[src/rtl/fetch_pc_unit.sv]
// ============================================================================
// fetch_pc_unit
// ----------------------------------------------------------------------------
// Instruction-fetch stage for the LEGv8 core.
//
// Holds the program counter and fetches one 32-bit instruction word at a time
// from instruction memory over a simple req/ack handshake. The fetched word is
// presented to decode (Instr, Imm26) until the core signals that it finished
// executing it. On that accepting edge the next PC is formed (PC+4 or a branch
// target built from the sign-extended word offset BusImm), and the retired
// instruction counter advances.
//
// Parameters
//   PC_RESET      PC value loaded on reset (word aligned).
//
// Ports
//   CLK           in   1   core clock, all state updates on rising edge
//   Reset         in   1   synchronous, active-high reset
//   ImemReq       out  1   fetch request to instruction memory
//   ImemAddr      out  64  fetch byte address (always equals CurrentPC)
//   ImemAck       in   1   memory returns ImemData this cycle
//   ImemData      in   32  instruction word, valid only with ImemAck
//   Instr         out  32  latched instruction to control/decode
//   Imm26         out  26  Instr[25:0], feeds the sign extender
//   InstrValid    out  1   Instr/Imm26 hold a fetched, unconsumed instruction
//   InstrAccept   in   1   core finished executing Instr this cycle
//   Branch        in   1   conditional branch (CBZ/CBNZ)
//   Uncondbranch  in   1   unconditional branch (B)
//   Zero          in   1   branch condition true
//   BusImm        in   64  sign-extended word offset
//   CurrentPC     out  64  address of the instruction in Instr
//   RetiredCount  out  64  accepted instructions since reset
// ============================================================================
module fetch_pc_unit #(
    parameter logic [63:0] PC_RESET = 64'h0
) (
    input  logic        CLK,
    input  logic        Reset,
    output logic        ImemReq,
    output logic [63:0] ImemAddr,
    input  logic        ImemAck,
    input  logic [31:0] ImemData,
    output logic [31:0] Instr,
    output logic [25:0] Imm26,
    output logic        InstrValid,
    input  logic        InstrAccept,
    input  logic        Branch,
    input  logic        Uncondbranch,
    input  logic        Zero,
    input  logic [63:0] BusImm,
    output logic [63:0] CurrentPC,
    output logic [63:0] RetiredCount
);

    typedef enum logic [1:0] {
        S_IDLE = 2'b00,
        S_REQ  = 2'b01,
        S_EXEC = 2'b10
    } state_e;

    // Reset PC with the byte-offset bits cleared so PC[1:0] can never be
    // anything but 2'b00, even if the parameter is set carelessly.
    localparam logic [63:0] PC_RESET_ALIGNED = {PC_RESET[63:2], 2'b00};

    // ------------------------------------------------------------------------
    // State and datapath registers
    // ------------------------------------------------------------------------
    state_e      state_q, state_d;
    logic [63:0] pc_q, pc_d;
    logic [31:0] instr_q, instr_d;
    logic [63:0] retired_q, retired_d;
    logic        req_q, req_d;
    logic        valid_q, valid_d;

    // ------------------------------------------------------------------------
    // Handshake qualifiers: ack and accept only count in their own state
    // ------------------------------------------------------------------------
    logic        ack_fire_s;
    logic        accept_fire_s;
    logic        take_s;
    logic [63:0] branch_off_s;
    logic [63:0] pc_next_s;

    // Qualify the handshake inputs with the current state.
    always_comb begin
        ack_fire_s    = (state_q == S_REQ)  && ImemAck;
        accept_fire_s = (state_q == S_EXEC) && InstrAccept;
    end

    // Next-PC arithmetic. BusImm is a word offset; shifting left by two turns
    // it into a byte offset (equivalent to {BusImm[61:0],2'b00}). Both sums are
    // modulo 2^64 so wrap at either end is silent by design.
    always_comb begin
        take_s       = Uncondbranch | (Branch & Zero);
        branch_off_s = BusImm << 2'd2;
        if (take_s) begin
            pc_next_s = pc_q + branch_off_s;
        end else begin
            pc_next_s = pc_q + 64'd4;
        end
    end

    // ------------------------------------------------------------------------
    // FSM next-state and datapath next-values
    // ------------------------------------------------------------------------
    // Next state, next PC, instruction latch and retire counter.
    always_comb begin
        state_d   = state_q;
        pc_d      = pc_q;
        instr_d   = instr_q;
        retired_d = retired_q;

        case (state_q)
            S_IDLE: begin
                state_d = S_REQ;
            end

            S_REQ: begin
                if (ack_fire_s) begin
                    instr_d = ImemData;
                    state_d = S_EXEC;
                end else begin
                    state_d = S_REQ;
                end
            end

            S_EXEC: begin
                if (accept_fire_s) begin
                    pc_d      = pc_next_s;
                    retired_d = retired_q + 64'd1;
                    state_d   = S_REQ;
                end else begin
                    state_d = S_EXEC;
                end
            end

            default: begin
                // Unreachable encoding: restart the fetch sequence cleanly.
                state_d = S_IDLE;
            end
        endcase
    end

    // Request/valid flags are derived from the upcoming state so that they
    // come straight out of flops yet still track the state exactly.
    always_comb begin
        req_d   = (state_d == S_REQ);
        valid_d = (state_d == S_EXEC);
    end

    // ------------------------------------------------------------------------
    // Registers
    // ------------------------------------------------------------------------
    // State and datapath registers; Reset overrides every other input.
    always_ff @(posedge CLK) begin
        if (Reset) begin
            state_q   <= S_IDLE;
            pc_q      <= PC_RESET_ALIGNED;
            instr_q   <= 32'h0;
            retired_q <= 64'h0;
            req_q     <= 1'b0;
            valid_q   <= 1'b0;
        end else begin
            state_q   <= state_d;
            pc_q      <= pc_d;
            instr_q   <= instr_d;
            retired_q <= retired_d;
            req_q     <= req_d;
            valid_q   <= valid_d;
        end
    end

    // ------------------------------------------------------------------------
    // Outputs
    // ------------------------------------------------------------------------
    // Drive outputs directly from registers.
    always_comb begin
        ImemReq      = req_q;
        ImemAddr     = pc_q;
        CurrentPC    = pc_q;
        Instr        = instr_q;
        Imm26        = instr_q[25:0];
        InstrValid   = valid_q;
        RetiredCount = retired_q;
    end

endmodule
[config.mk]
export PLATFORM = sky130hd
export DESIGN_NAME = fetch_pc_unit
export DESIGN_NICKNAME = d
export VERILOG_FILES = /design/src/rtl/fetch_pc_unit.sv
export SDC_FILE = /design/constraint.sdc
export NUM_CORES = 1
export LEC_CHECK = 0
export BUFFER_PORTS_ARGS = -buffer_cell sky130_fd_sc_hd__buf_2
export CORE_ASPECT_RATIO = 0.9
export CORE_MARGIN = 8
export CORE_UTILIZATION = 47
export DETAILED_ROUTE_END_ITERATION = 12
export PLACE_DENSITY = 0.75
export SYNTH_ARGS = -nofsm -noshare
export SYNTH_HDL_FRONTEND = slang
export SYNTH_SLANG_ARGS = --single-unit
[constraint.sdc]
create_clock -name CLK -period 3.6 [get_ports CLK]
set_input_delay 0.36 -clock CLK [delete_from_list [all_inputs] [get_ports CLK]]
set_output_delay 0.36 -clock CLK [all_outputs]
set_load 0.05 [all_outputs]
-- Word level (Yosys, flattened, before mapping)
Index checks and enable logic that the tools add are counted.
- flip-flop bits (word level): 164
- word-level logic and storage cells: 24
- bitwise logic cells: 2
- reductions and logical operators: 5
- multiplexer cells: 4
- $add $sub $neg: 3
- eq/ne operators: 4
- operator list (operator ; number):
    adder 64 x 1 -> 64 bit (second input constant) ; 1
    adder 64 x 3 -> 64 bit (second input constant) ; 1
    adder 64 bit ; 1
    two-way mux 64 bit ; 1
    one-hot mux 2 bit (3 select lines) ; 1
    == test 2 x 1 -> 1 bit (second input constant) ; 2
    == test 2 bit (second input constant) ; 2
    two-way mux 2 bit ; 2
    AND reduction 2 bit ; 2
    logical AND 1 bit ; 2
    logical NOT 2 bit ; 1
    AND 1 bit ; 1
    bitwise OR 1 bit ; 1

-- Longest topological paths before layout
Gate-level depths: netlist (run 1).
- depth after elaboration: 5
- mapped depth: 16

-- Worst setup path after synthesis (run 1)
Ideal clock, no wire load.
- path type: input to register
- from: input Branch
- to: register pc_q[46], in the netlist CurrentPC[46]
- required time: 3.537 ns
- arrival: 3.800 ns
- stages on the path: 16
- slack: -0.263 ns
- buffers on the path: 1
- path through: a21oi_1 clkbuf_1 or2_2 ha_1 inv_1 fa_1 nand2b_1 a21o_1 nand3b_2 a41oi_2 o31a_1 o41ai_2 a21o_1 a21oi_1 or4_1 nand3_1
- longest elaborated chain between the ends: 3
- ends and longest elaborated chain (item ; line ; text):
    from (decl) ; 47 ; input logic Branch,
    AND 1 bit ; 94 ; take_s = Uncondbranch | (Branch & Zero);
    bitwise OR 1 bit ; 94 ;
    two-way mux 64 bit ; 96 ; if (take_s) begin
    to (signal assigned) ; 165 ; pc_q <= pc_d;
    to (decl) ; 69 ; logic [63:0] pc_q, pc_d;
Every way passes these cells.
A chain may end at the register's enable or synchronous reset.

-- Worst setup path in the final report (run 1)
- from: input Branch
- to: register pc_q[63], in the netlist CurrentPC[63]
Same word-level chain as after synthesis.

==> results of run 1 <==
-- logic make-up (layout without fill, tap and decap cells) --
| group | count (synthesis) | count (layout) | share of synthesized area |
|---|---|---|---|
| compound gates | 327 | 327 | 0.187 |
| xor+xnor | 100 | 100 | 0.0811 |
| fa+ha+maj | 63 | 63 | 0.0737 |
| buf+inv | 179 | 536 | 0.0946 |
| flops | 162 | 162 | 0.300 |
| mux | 2 | 2 | 0.00185 |
| other cells | 1 | 6 | 0.000347 |
| simple gates | 582 | 582 | 0.261 |
-- power groups by stage --
| stage | Clock [W] | Combinational [W] | Sequential [W] |
|---|---|---|---|
| floorplan | 0 | 0.000432 | 0.00198 |
| global placement | 0 | 0.000753 | 0.00189 |
| detailed placement | 0 | 0.000758 | 0.00189 |
| CTS | 0.00198 | 0.000763 | 0.00185 |
| global route | 0.00206 | 0.000825 | 0.00185 |
| finish | 0.00194 | 0.000763 | 0.00185 |
-- worst register-to-register path: stages, from the launching register on --
cell	delay, ns
dfxtp_1	0.40
ha_1	0.20
inv_1	0.06
fa_1	0.37
nand2b_1	0.18
a21o_1	0.22
nand3b_2	0.10
a41oi_2	0.19
o31ai_2	0.34
buf_4	0.18
a2111oi_2	0.06
buf_4	0.16
or2_2	0.31
o22ai_2	0.22
o221ai_1	0.16
-- worst max-delay path by stage --
stage / startpoint / to / slack [ns]
6_report: Branch / CurrentPC[63] / 0.29
5_1_grt: Branch / CurrentPC[51] / 0.02
4_1_cts: CurrentPC[2] / CurrentPC[62] / 0.18
3_5_place_dp: Branch / CurrentPC[62] / -0.23
3_3_place_gp: Branch / CurrentPC[62] / -0.18
2_1_floorplan: Branch / CurrentPC[46] / 0.05
-- cell usage in the layout (no fill, tap or decap), drive strengths merged, types with 45 or more instances in the layout --
cell type  netlist  routed
o21ai           51      51
ha              62      62
xor2            54      54
a21oi          161     161
buf            100     478
dfxtp          162     162
nand3           45      45
nand2          221     221
nor2b           67      67
xnor2           46      46
nor2           117     117
-- state kept, by name (all words and copies together), names as in the netlist --
| register | flops |
|---|---|
| InstrValid | 1 |
| ImemReq | 1 |
| CurrentPC | 62 |
| RetiredCount | 64 |
| Instr | 32 |
| state_q | 2 |
-- routing by layer --
metal | vias to the layer above | track usage | wire [um]
met5 | - | 0 | 0
met4 | 0 | 0.0901 | 930
li1 | 5502 | - | -
met2 | 395 | 0.389 | 15800
met1 | 5138 | 0.293 | 15300
met3 | 56 | 0.0420 | 1960
-- cell type report --
class	instances	area, sq um	area share
well taps	297	372	0.0272
flip-flops and latches	162	3240	0.238
multi-input cells	1078	6570	0.482
clock buffers	17	425	0.0312
clock inverters	15	196	0.0144
diodes	2	5.00	0.000367
inverters	26	97.6	0.00715
repair buffers	478	2730	0.200
-- timing repair --
| item | CTS | global route |
|---|---|---|
| setup buffers | 0 | 0 |
| resized for setup | 0 | 2 |
| endpoints found under the setup margin | 0 | 5 |
-- stage by stage --
| step | utilization | cell area, sq um |
|---|---|---|
| 6_report | 0.606 | 13600 |
| 5_1_grt | 0.606 | 13600 |
| 4_1_cts | 0.605 | 13600 |
| 3_5_place_dp | 0.578 | 13000 |
| 3_3_place_gp | 0.578 | 13000 |
| 2_1_floorplan | - | 10800 |
==> qor.yml, run 1 <==
outcome:
  status: "completed"
yosys:
  synth_seq_area_share: 0.300
  synth.top_cell.area_share: 0.300
  syn_inst: 1416
  ys_top_cells_by_count: "nand2_1 (220), dfxtp_1 (162), a21oi_1 (158), nor2_1 (116), buf_4 (92)"
  netlist_area_sq_mm: 0.0108
  synth.area.top_cells: "dfxtp_1 (30%), nand2_1 (7.6%), a21oi_1 (7.3%), ha_1 (7.2%), buf_4 (6.4%)"
  synth_cell_types: 77
  synth_most_common_cell: "nand2_1"
  synth-edff-count: 0
  ys_ff_latch: 162
  yosys.area.top_type: "dfxtp_1"
  yosys_warnings: 0
  avgSynthCellArea_sq_um: 7.63
  async_reset_ff_frac: 0
  ys.flop_type: "dfxtp_1"
worst_setup_path:
  reg2reg_depth: 14
  worstReg2RegEnd: "CurrentPC[62]"
  cp_slowest_cell: "or3_1"
  worstSetupPathType: "input pin to flip-flop"
  critical_path_required_ns: 3.91
  path_cells: "buf_2, a21oi_4, buf_4, nor2b_1, ha_1, a21oi_1, a21boi_1, o221ai_1, or3_1, a31oi_1, buf_4, o21ai_1, a41oi_2, o21ai_0, o21ai_0, nand3_1"
  crit_buf_inv: 3
  rr_startpoint: "CurrentPC[2]"
  worstPathArrival_ns: 3.62
  endpoint_kind: "flip-flop"
  r2r_setup_slack_ns: 0.31
  cp.depth: 16
  critPathMaxStageDelay_ns: 0.40
  crit_family: "compound AO/OA/AOI/OAI gates"
  critPathLaunchType: "input pin"
  crit_fanout: 20
floorplan:
  core_area_sq_mm: 0.0225
  die_area_sq_mm: 0.0281
  rows: 52
  die_y_um: 160
  die_width_um: 176
  io_pins: 355
  initial_core_util: 0.480
cts:
  clock_sinks: 162
  cts_max_level: 4
  clockRootBuffer: "clkbuf_16"
  insertion_delay_ns: 0.44
  cts_buffers: 17
  cts_buffer_depth: 2
  clkTransAtPathRegs_ns: 0.07
  cts_tree: "yes"
  cts_hold_buf: 0
timing:
  rsz0062_at_grt: "no"
  drv_slew: 0
  timing.fmax_mhz: 302
  setup_violations: 0
  post-route-min-period_ns: 3.31
  tightest_slew_ns: 1.04
  hold_viol_final: 0
  period_share: 0.919
  relSlewSlack: 0.306
  finalWorstSetupSlack_ns: 0.293
  skew_ns: 0.0169
  fin_setup_tns_ns: 0
  hold_ws_ns: 0.166
placement:
  dp_hpwl_mm: 26.6
  preCtsSetupSlack_ns: -0.226
  gp_congestion: 0.893
  place.port_buffers: 348
  dpl.cell_count: 2041
job:
  drv_cap: 0
global_route:
  antenna_found_initial: 2
  grt_pass1_vias: 10800
  grt_pass1_wl_mm: 54.8
  grt_max_degree: 66
  overflow: 0
  grt_util_all_layers: 0.233
power:
  vdd_drop_max_v: 0.000231
  power_density_mw_per_mm2: 334
  power_frac_comb: 0.168
  clkPwrFrac: 0.427
  p_switching_w: 0.00140
  finalPower_w: 0.00455
  sw_frac_of_total: 0.308
  seqPwrFrac: 0.406
  p_int_w: 0.00315
  p_leak_nw: 6.61
hold_path:
  hold_depth: 3
  hp-class: "input pin to flip-flop"
  hold_end: "Instr[25]"
  hp-start: "ImemData[25]"
cells_and_area:
  drive_above_1_share: 0.303
  syn_to_final_growth_pct: 26.3
  fillers: 2034
  fin_nets: 1929
  fin_cells: 2075
routing:
  first_iter_violations: 645
  drtAntennaViolNets: 0
  wire_per_inst_um: 16.4
  dr.pass1.iters: 6
  route.vias.total: 11100
  viasPerCell: 5.35
  drc: 0
  wl_mm: 34.0
Power figures use the tool's default switching activity.
==> run 2: changes to the inputs <==
Settings changed: CORE_UTILIZATION 47 to 45, PLACE_DENSITY 0.75 to 0.72.
==> qor.yml, run 2 (synthesized netlist as in run 1, its figures left out) <==
outcome:
  status: "completed"  # unchanged
hold_path:
  hold_depth: 3  # unchanged
  hp-class: "input pin to flip-flop"  # unchanged
  hp-start: "ImemData[8]"  # was ImemData[25]
  hold_end: "Instr[8]"  # was Instr[25]
worst_setup_path:
  worstSetupPathType: "input pin to flip-flop"  # unchanged
  endpoint_kind: "flip-flop"  # unchanged
  reg2reg_depth: 14  # unchanged
  r2r_setup_slack_ns: 0.26  # was 0.31 ns
  cpMostUsedCell: "a21oi_4"
  critPathLaunchType: "input pin"  # unchanged
  worstReg2RegEnd: "CurrentPC[62]"  # unchanged
  rr_startpoint: "CurrentPC[2]"  # unchanged
  critPathMaxStageDelay_ns: 0.52  # was 0.40 ns
  path_cells: "buf_2, a21oi_4, buf_12, nor2b_1, ha_1, a21oi_4, o21ai_2, a221o_1, nor3b_1, or4_4, a2111oi_2, buf_4, or2_2, o22ai_2, o21ai_1, o221ai_1"  # was buf_2, a21oi_4, buf_4, nor2b_1, ha_1, a21oi_1, a21boi_1, o221ai_1, or3_1, a31oi_1, buf_4, o21ai_1, a41oi_2, o21ai_0, o21ai_0, nand3_1
  critical_path_required_ns: 3.89  # was 3.91 ns
  crit_fanout: 21  # was 20
  worstPathArrival_ns: 3.68  # was 3.62 ns
  cp_slowest_cell: "or4_4"  # was or3_1
placement:
  gp_congestion: 0.952  # was 0.893
  dp_hpwl_mm: 26.7  # was 26.6 mm
  place.port_buffers: 348  # unchanged
  dpl.cell_count: 2047  # was 2041
timing:
  hold_viol_final: 0  # unchanged
  rsz0062_at_grt: "no"  # unchanged
  skew_ns: 0.0177  # was 0.0169 ns
  timing.fmax_mhz: 295  # was 302 MHz
  tightest_slew_ns: 1.17  # was 1.04 ns
  post-route-min-period_ns: 3.39  # was 3.31 ns
  relSlewSlack: 0.223  # was 0.306
  drv_slew: 0  # unchanged
  period_share: 0.942  # was 0.919
  setup_violations: 0  # unchanged
cts:
  cts_hold_buf: 0  # unchanged
  clock_sinks: 162  # unchanged
  cts_buffer_depth: 2  # unchanged
  clockRootBuffer: "clkbuf_16"  # unchanged
  cts_tree: "yes"  # unchanged
  cts_buffers: 17  # unchanged
  cts_max_level: 4  # unchanged
  clkTransAtPathRegs_ns: 0.08  # was 0.07 ns
  insertion_delay_ns: 0.43  # was 0.44 ns
cells_and_area:
  largest_reg_flops: 64  # unchanged
  fin_cells: 2081  # was 2075
  drive_above_1_share: 0.304  # was 0.303
  final_common_cell: "buf_2"  # unchanged
  fin_nets: 1930  # was 1929
  syn_to_final_growth_pct: 26.4  # was 26.3%
  final_cell_mix: "buf_2 (347), nand2_1 (220), dfxtp_1 (162)"  # unchanged
  finish.utilization: 0.581  # was 0.606
routing:
  viasPerCell: 5.28  # was 5.35
  wire_per_inst_um: 16.4  # about the same
  first_iter_violations: 671  # was 645
  route.vias.total: 11000  # was 11100
  wl_mm: 34.1  # was 34.0 mm
  dr.pass1.iters: 5  # was 6
  drtAntennaViolNets: 0  # unchanged
  drc: 0  # unchanged
power:
  vdd_drop_max_v: 0.000240  # was 0.000231 V
  power_density_mw_per_mm2: 329  # was 334 mW/mm^2
  p_leak_nw: 6.62  # was 6.61 nW
floorplan:
  die_y_um: 163  # was 160 um
  initial_core_util: 0.460  # was 0.480
  rows: 53  # was 52
  die_width_um: 179  # was 176 um
  die_area_sq_mm: 0.0292  # was 0.0281 sq mm
  io_pins: 355  # unchanged
  core_area_sq_mm: 0.0235  # was 0.0225 sq mm
global_route:
  grt_max_degree: 80  # was 66
  grt.met3_usage: 0.0387  # was 0.0420
  grt_pass1_vias: 10600  # was 10800
  grt_util_all_layers: 0.226  # was 0.233
  use_met1: 0.274  # was 0.293
  grt_busiest_layer: "met2"  # unchanged
  gr-usage-met2: 0.396  # was 0.389
  grt_pass1_wl_mm: 53.8  # was 54.8 mm
  overflow: 0  # unchanged
  antenna_found_initial: 2  # unchanged
job:
  drv_cap: 0  # unchanged
[run 2: repair_timing]
item / 4_1_cts / 5_1_grt
setup endpoints to repair: 0 / 5
gates resized for setup: 0 / 3
buffers inserted: 0 / 0
[run 2: per-layer routing]
layer / routed length [um] / part of all wire
met4: 741 / 0.022
met3: 1990 / 0.058
met1: 14900 / 0.44
met5: 0 / 0
met2: 16500 / 0.48
[run 2: final cells by class]
cell class              count  area, sq um
fillers                  2178         9830
clock inverters            15          179
clock buffers              17          425
inverters                  26         97.6
flip-flops and latches    162         3240
well taps                 302          378
multi-input cells        1078         6580
diodes                      2         5.00
repair buffers            479         2740
[run 2: critical path: cells and delay by family]
kind	cells	cell delay [ns]
buf+inv	3	0.50
fa+ha+maj	1	0.38
simple gates	4	0.89
compound gates	8	1.55
[run 2: how the worst max path moves through the flow]
stage	from	to	slack (ns)	cells past startpoint
after global routing	Branch	CurrentPC[63]	0.01	17
after floorplan	Branch	CurrentPC[46]	0.05	16
final	Branch	CurrentPC[62]	0.21	16
after global placement	Branch	CurrentPC[58]	-0.24	18
after CTS	CurrentPC[2]	CurrentPC[62]	0.09	14
after detailed placement	Branch	CurrentPC[62]	-0.30	17
[run 2: where the power goes]
group          leakage, nW  switching [W]  internal, W
combinational         5.02       0.000496     0.000270
clock                0.286       0.000881     0.000996
sequential            1.31      0.0000252      0.00182
[run 2: stage by stage]
stage	total power, W	setup TNS [ns]	setup WS (ns)	area, sq um	hold WS, ns
floorplan	0.00241	0	0.0457	10800	0.496
global placement	0.00264	-1.64	-0.244	13000	0.439
detailed placement	0.00265	-2.12	-0.298	13000	0.446
CTS	0.00455	0	0.0921	13600	0.137
global route	0.00468	0	0.0149	13600	0.136
finish	0.00449	0	0.210	13600	0.160
